**src/rtl/parity_pkg.sv**
```systemverilog
// Shared definitions for the serial parity link (generator, receiver, bench model).
// Latency: n/a (types, constants and a pure function only).
// Backpressure: n/a.
package parity_pkg;

  localparam int ERR_CNT_W = 8;

  typedef enum logic [1:0] {
    ST_IDLE   = 2'd0,
    ST_DATA   = 2'd1,
    ST_PARITY = 2'd2
  } rx_state_e;

  // Parity bit the generator appends after a word. Words narrower than 32 bits
  // are zero-extended, which leaves the XOR reduction unchanged.
  function automatic logic exp_parity(input logic [31:0] word, input logic even);
    return (^word) ^ even;
  endfunction

endpackage

```
**src/rtl/sipo_shift_reg.sv**
```systemverilog
// Serial-in parallel-out register; first bit shifted in ends up at the MSB.
// Latency: q reflects din one clk after a shift_en cycle.
// Backpressure: none; shifts whenever shift_en is high, clr has priority.
//
// Ports:
//   clk, rst     : clock and asynchronous active-high reset
//   shift_en     : shift din into the LSB, moving older bits toward the MSB
//   clr          : synchronous clear of the whole register
//   din          : serial input bit
//   q            : parallel contents
module sipo_shift_reg #(
  parameter int NUM_BITS = 8
) (
  input  logic                clk,
  input  logic                rst,
  input  logic                shift_en,
  input  logic                clr,
  input  logic                din,
  output logic [NUM_BITS-1:0] q
);

  always_ff @(posedge clk or posedge rst) begin
    if (rst) begin
      q <= '0;
    end else if (clr) begin
      q <= '0;
    end else if (shift_en) begin
      q <= {q[NUM_BITS-2:0], din};
    end
  end

endmodule

```
**src/rtl/parity_check_rx.sv**
```systemverilog
// Serial receiver: deserialises NUM_BITS data bits plus a trailing parity bit.
// Latency: data_out/data_valid/parity_err one clk after the parity bit is sampled.
// Backpressure: none; consumer must take data_out on data_valid (it then holds).
//
// Ports:
//   clk, rst    : clock and asynchronous active-high reset
//   data_in     : serial bit, qualified by wr_en
//   wr_en       : high for NUM_BITS+1 consecutive cycles per frame
//   data_out    : last completed word, MSB = first bit received
//   data_valid  : one-cycle pulse per completed frame
//   parity_err  : one-cycle pulse with data_valid when parity mismatches
//   frame_err   : one-cycle pulse when wr_en drops mid-frame
//   err_cnt     : saturating count of parity plus framing errors
module parity_check_rx
  import parity_pkg::*;
#(
  parameter int   NUM_BITS        = 8,
  parameter logic EVEN_PARITY_BIT = 1'b1
) (
  input  logic                 clk,
  input  logic                 rst,
  input  logic                 data_in,
  input  logic                 wr_en,
  output logic [NUM_BITS-1:0]  data_out,
  output logic                 data_valid,
  output logic                 parity_err,
  output logic                 frame_err,
  output logic [ERR_CNT_W-1:0] err_cnt
);

  localparam int CNT_W = $clog2(NUM_BITS + 1);

  rx_state_e           state, state_nxt;
  logic [CNT_W-1:0]    bit_cnt, bit_cnt_nxt;
  logic [NUM_BITS-1:0] shift_q;
  logic                shift_en, shift_clr;
  logic                vld_nxt, perr_nxt, ferr_nxt;

  sipo_shift_reg #(
    .NUM_BITS (NUM_BITS)
  ) u_sipo (
    .clk      (clk),
    .rst      (rst),
    .shift_en (shift_en),
    .clr      (shift_clr),
    .din      (data_in),
    .q        (shift_q)
  );

  // Leaving PARITY always goes through IDLE, so a wr_en still high on the
  // following cycle is naturally taken as bit one of the next frame.
  always_comb begin
    state_nxt   = state;
    bit_cnt_nxt = bit_cnt;
    shift_en    = 1'b0;
    shift_clr   = 1'b0;
    vld_nxt     = 1'b0;
    perr_nxt    = 1'b0;
    ferr_nxt    = 1'b0;

    case (state)
      ST_IDLE: begin
        if (wr_en) begin
          shift_en    = 1'b1;
          bit_cnt_nxt = CNT_W'(1);
          state_nxt   = ST_DATA;
        end
      end

      ST_DATA: begin
        if (wr_en) begin
          shift_en    = 1'b1;
          bit_cnt_nxt = bit_cnt + CNT_W'(1);
          if (bit_cnt + CNT_W'(1) == CNT_W'(NUM_BITS)) begin
            state_nxt = ST_PARITY;
          end
        end else begin
          ferr_nxt    = 1'b1;
          shift_clr   = 1'b1;
          bit_cnt_nxt = '0;
          state_nxt   = ST_IDLE;
        end
      end

      ST_PARITY: begin
        bit_cnt_nxt = '0;
        state_nxt   = ST_IDLE;
        if (wr_en) begin
          vld_nxt  = 1'b1;
          // A good frame XORs (word plus parity bit) to the convention bit.
          perr_nxt = (^{shift_q, data_in}) ^ EVEN_PARITY_BIT;
        end else begin
          ferr_nxt  = 1'b1;
          shift_clr = 1'b1;
        end
      end

      default: begin
        bit_cnt_nxt = '0;
        shift_clr   = 1'b1;
        state_nxt   = ST_IDLE;
      end
    endcase
  end

  always_ff @(posedge clk or posedge rst) begin
    if (rst) begin
      state      <= ST_IDLE;
      bit_cnt    <= '0;
      data_out   <= '0;
      data_valid <= 1'b0;
      parity_err <= 1'b0;
      frame_err  <= 1'b0;
      err_cnt    <= '0;
    end else begin
      state      <= state_nxt;
      bit_cnt    <= bit_cnt_nxt;
      data_valid <= vld_nxt;
      parity_err <= perr_nxt;
      frame_err  <= ferr_nxt;
      // Word is published even when parity fails; it holds until the next frame.
      if (vld_nxt) begin
        data_out <= shift_q;
      end
      // Parity and framing errors are mutually exclusive in a given cycle.
      if ((perr_nxt || ferr_nxt) && (err_cnt != {ERR_CNT_W{1'b1}})) begin
        err_cnt <= err_cnt + ERR_CNT_W'(1);
      end
    end
  end

endmodule

```
**config.mk**
```make
export PLATFORM = sky130hd
export DESIGN_NAME = parity_check_rx
export DESIGN_NICKNAME = d
export VERILOG_FILES = /design/src/rtl/parity_pkg.sv /design/src/rtl/sipo_shift_reg.sv /design/src/rtl/parity_check_rx.sv
export SDC_FILE = /design/constraint.sdc
export NUM_CORES = 1
export LEC_CHECK = 0
export CORE_MARGIN = 3
export CORE_UTILIZATION = 40
export CTS_BUF_LIST = sky130_fd_sc_hd__clkbuf_2
export DETAILED_ROUTE_END_ITERATION = 8
export GPL_ROUTABILITY_DRIVEN = 0
export HOLD_SLACK_MARGIN = 0.05
export PLACE_DENSITY = 0.59
export SLEW_MARGIN = 20
export SYNTH_ARGS = -nofsm -noshare
export SYNTH_HDL_FRONTEND = slang
export SYNTH_SLANG_ARGS = --single-unit
```
**constraint.sdc**
```tcl
create_clock -name clk -period 3.5 [get_ports clk]
set_input_delay 0.525 -clock clk [delete_from_list [all_inputs] [get_ports clk]]
set_output_delay 0.525 -clock clk [all_outputs]
set_load 0.005 [all_outputs]
```
==> results.py <==
metrics = {
    "clock_network": {
        "cts_tree": "done",
        "clock_latency_ns": 0.36,
        "cts_hold_buffers": 0,
        "cts_made_buffers": 5,
        "cts_max_path_buffers": 2,
        "htreeDepth": 2,
        "clk_pin_slew_ns": 0.16,
        "post_cts_buffers": 0,
        "cts_sinks": 33,
        "clock-root-buffer": "clkbuf_2",
        "ctsResizeCount": 0,
    },
    "floorplanning": {
        "die-area_mm2": 0.004871,
        "start_util": 0.4285,
        "num_io_pins": 23,
        "die_w_um": 69.79,
        "rows": 22,
        "fp.dieH_um": 69.79,
        "core_area_mm2": 0.003799,
    },
    "sta": {
        "rsz0062_at_grt": "false",
        "tns_ns": 0,
        "hold_viol_final": 0,
        "fin_skew_ns": 0.01029,
        "period_share": 0.6208,
        "tightestPinTransition_ns": 0.7281,
        "period_minus_slack_ns": 2.173,
        "hold_slack_ns": 0.5238,
        "maxSlewViolCount": 0,
        "finalSetupViolCount": 0,
        "slew_headroom": 0.5135,
        "max_freq_mhz": 460.2,
    },
    "synthesis": {
        "yosys_warnings": 0,
        "synth_seq_area_share": 0.5073,
        "synthFlopType": "dfrtp_1",
        "syn_nets": 157,
        "async_reset_ff_frac": 1.000,
        "synth-edff-count": 0,
        "yosysTopAreaCellShare": 0.5073,
        "synthesis.area_mm2": 0.001628,
        "synth_cell_types": 28,
        "synth_area_leaders": "dfrtp_1 (51%), a22o_1 (7.5%), mux2_2 (6.9%)",
        "ys_ff_latch": 33,
        "yosys-top-cells-count": "dfrtp_1 (33), nand2_1 (17), a22o_1 (14)",
        "avgSynthCellArea_um2": 11.00,
        "yosysMostFrequentCell": "dfrtp_1",
        "synth_area_leader_cell": "dfrtp_1",
        "synth_cells": 148,
    },
    "detailed_routing": {
        "antenna_left": 0,
        "wire_per_inst_um": 13.53,
        "vias": 1166,
        "drtIter0Drc": 75,
        "drcViolationCount": 0,
        "vias_per_cell": 5.229,
        "drtPass1Iterations": 4,
        "routed_wl_um": 3018,
    },
    "layout": {
        "antennaDiodeCount": 0,
        "nNetsFinal": 183,
        "syn2layout_area_growth_pct": 19.68,
        "drive_above_1_share": 0.1314,
        "fillCellCount": 352,
    },
    "status": {
        "status": "complete, no violations",
    },
    "global_route": {
        "grt_pass1_vias": 1159,
        "overflow": 0,
        "grt_pass1_wl_um": 5230,
        "antenna_found_initial": 0,
        "track_usage": 0.1340,
        "grt_max_degree": 34,
    },
    "setup_path": {
        "reg2reg_slack_ns": 1.43,
        "end_kind": "flip-flop",
        "critPathArrivalTime_ns": 2.43,
        "cp-start-kind": "input port",
        "crit_type": "input port to flip-flop",
        "worstPathRequired_ns": 3.76,
        "cp_max_fo": 6,
    },
    "pwr": {
        "leakage_uw": 0.0009079,
        "finalPower_uw": 1104,
        "vdd_drop_max_uv": 316.0,
        "power_density_mw_per_mm2": 567.0,
    },
    "place": {
        "portBuffers": 22,
        "place_hpwl_um": 2132,
    },
    "job": {
        "cap_violations": 0,
    },
    "hold_path": {
        "worstHoldPathType": "flip-flop to flip-flop",
    },
}
-- per-layer routing --
layer	part of all wire	global-route usage	wire (um)	up-vias
met1	0.46	0.1673	1384	569
met5	0	0	0	-
li1	-	-	-	574
met4	0.012	0.05106	35	0
met3	0.032	0.03478	98	4
met2	0.50	0.2214	1500	19
-- worst max-delay path, cell delays in order --
cell	delay, ns
clkdlybuf4s50_1	0.54
xnor2_1	0.16
xnor3_1	0.38
nor3b_1	0.18
nor3_4	0.28
mux2_2	0.37
-- flip-flops by register name (all words and copies together), names as in the netlist --
name / cells
data_out: 8
err_cnt: 8
u_sipo.q: 8
bit_cnt: 4
state: 2
data_valid: 1
frame_err: 1
parity_err: 1
-- metrics by stage --
step	setup WS, ns	utilization	std cells	cell area, um^2
finish	1.327	0.5128	223	1948
floorplan	1.549	-	148	1628
detailed placement	0.9283	0.5023	215	1908
global placement	0.9557	0.5023	215	1908
global route	1.257	0.5128	223	1948
CTS	1.326	0.5128	223	1948
-- cell type report --
cell class,count,area (um^2),share of cell area
sequential,33,825.8,0.4239
multi-input combinational,104,760.7,0.3905
timing repair buffer,25,242.7,0.1246
tap,48,60.06,0.03083
clock buffer,8,40.04,0.02055
inverter,5,18.77,0.009634
-- worst paths after layout --
kind | from | to | depth (start not counted)
setup reg to reg | u_sipo.q[4]$_DFFE_PP0P_ | err_cnt[1]$_DFFE_PP0P_ | 5
max in group asynchronous | rst | data_out[1]$_DFFE_PP0P_ | 3
hold / removal | data_out[7]$_DFFE_PP0P_ | data_out[7]$_DFFE_PP0P_ | 1
setup / recovery | data_in | err_cnt[1]$_DFFE_PP0P_ | 6
hold reg to reg | data_out[7]$_DFFE_PP0P_ | data_out[7]$_DFFE_PP0P_ | 1
min in group asynchronous | rst | frame_err$_DFF_PP0_ | 3
-- report_power, final --
part	switching [uW]	total [uW]	internal (uW)
registers	77.9	520	443
logic	205	404	198
clock network	121	180	59.0
total	404	1100	700
-- cells by family (layout without fill, tap and decap cells) --
logic type,count (synthesis),in the layout,synth area share
flops,33,33,0.5073
xor+xnor,12,12,0.08148
buf+inv,11,38,0.02537
mux,10,10,0.06918
fa+ha+maj,5,5,0.03843
compound gates,30,30,0.1345
simple gates,47,47,0.1437
-- cells in the final DEF (no fill, tap or decap), drive strengths merged --
cell / n
nor3: 2
nand3: 7
and2: 1
o22a: 1
clkbuf: 8
a22o: 14
nor3b: 2
nand2b: 4
clkdlybuf4s50: 22
a21o: 1
xor2: 3
xnor2: 7
a22oi: 1
dfrtp: 33
o21ai: 9
buf: 3
mux2: 10
nor2b: 1
a21boi: 1
a21oi: 2
o22ai: 1
xnor3: 2
ha: 5
nand2: 17
nand4: 3
nor2: 8
inv: 5
and3: 2
(Power assumes the default switching activity.)
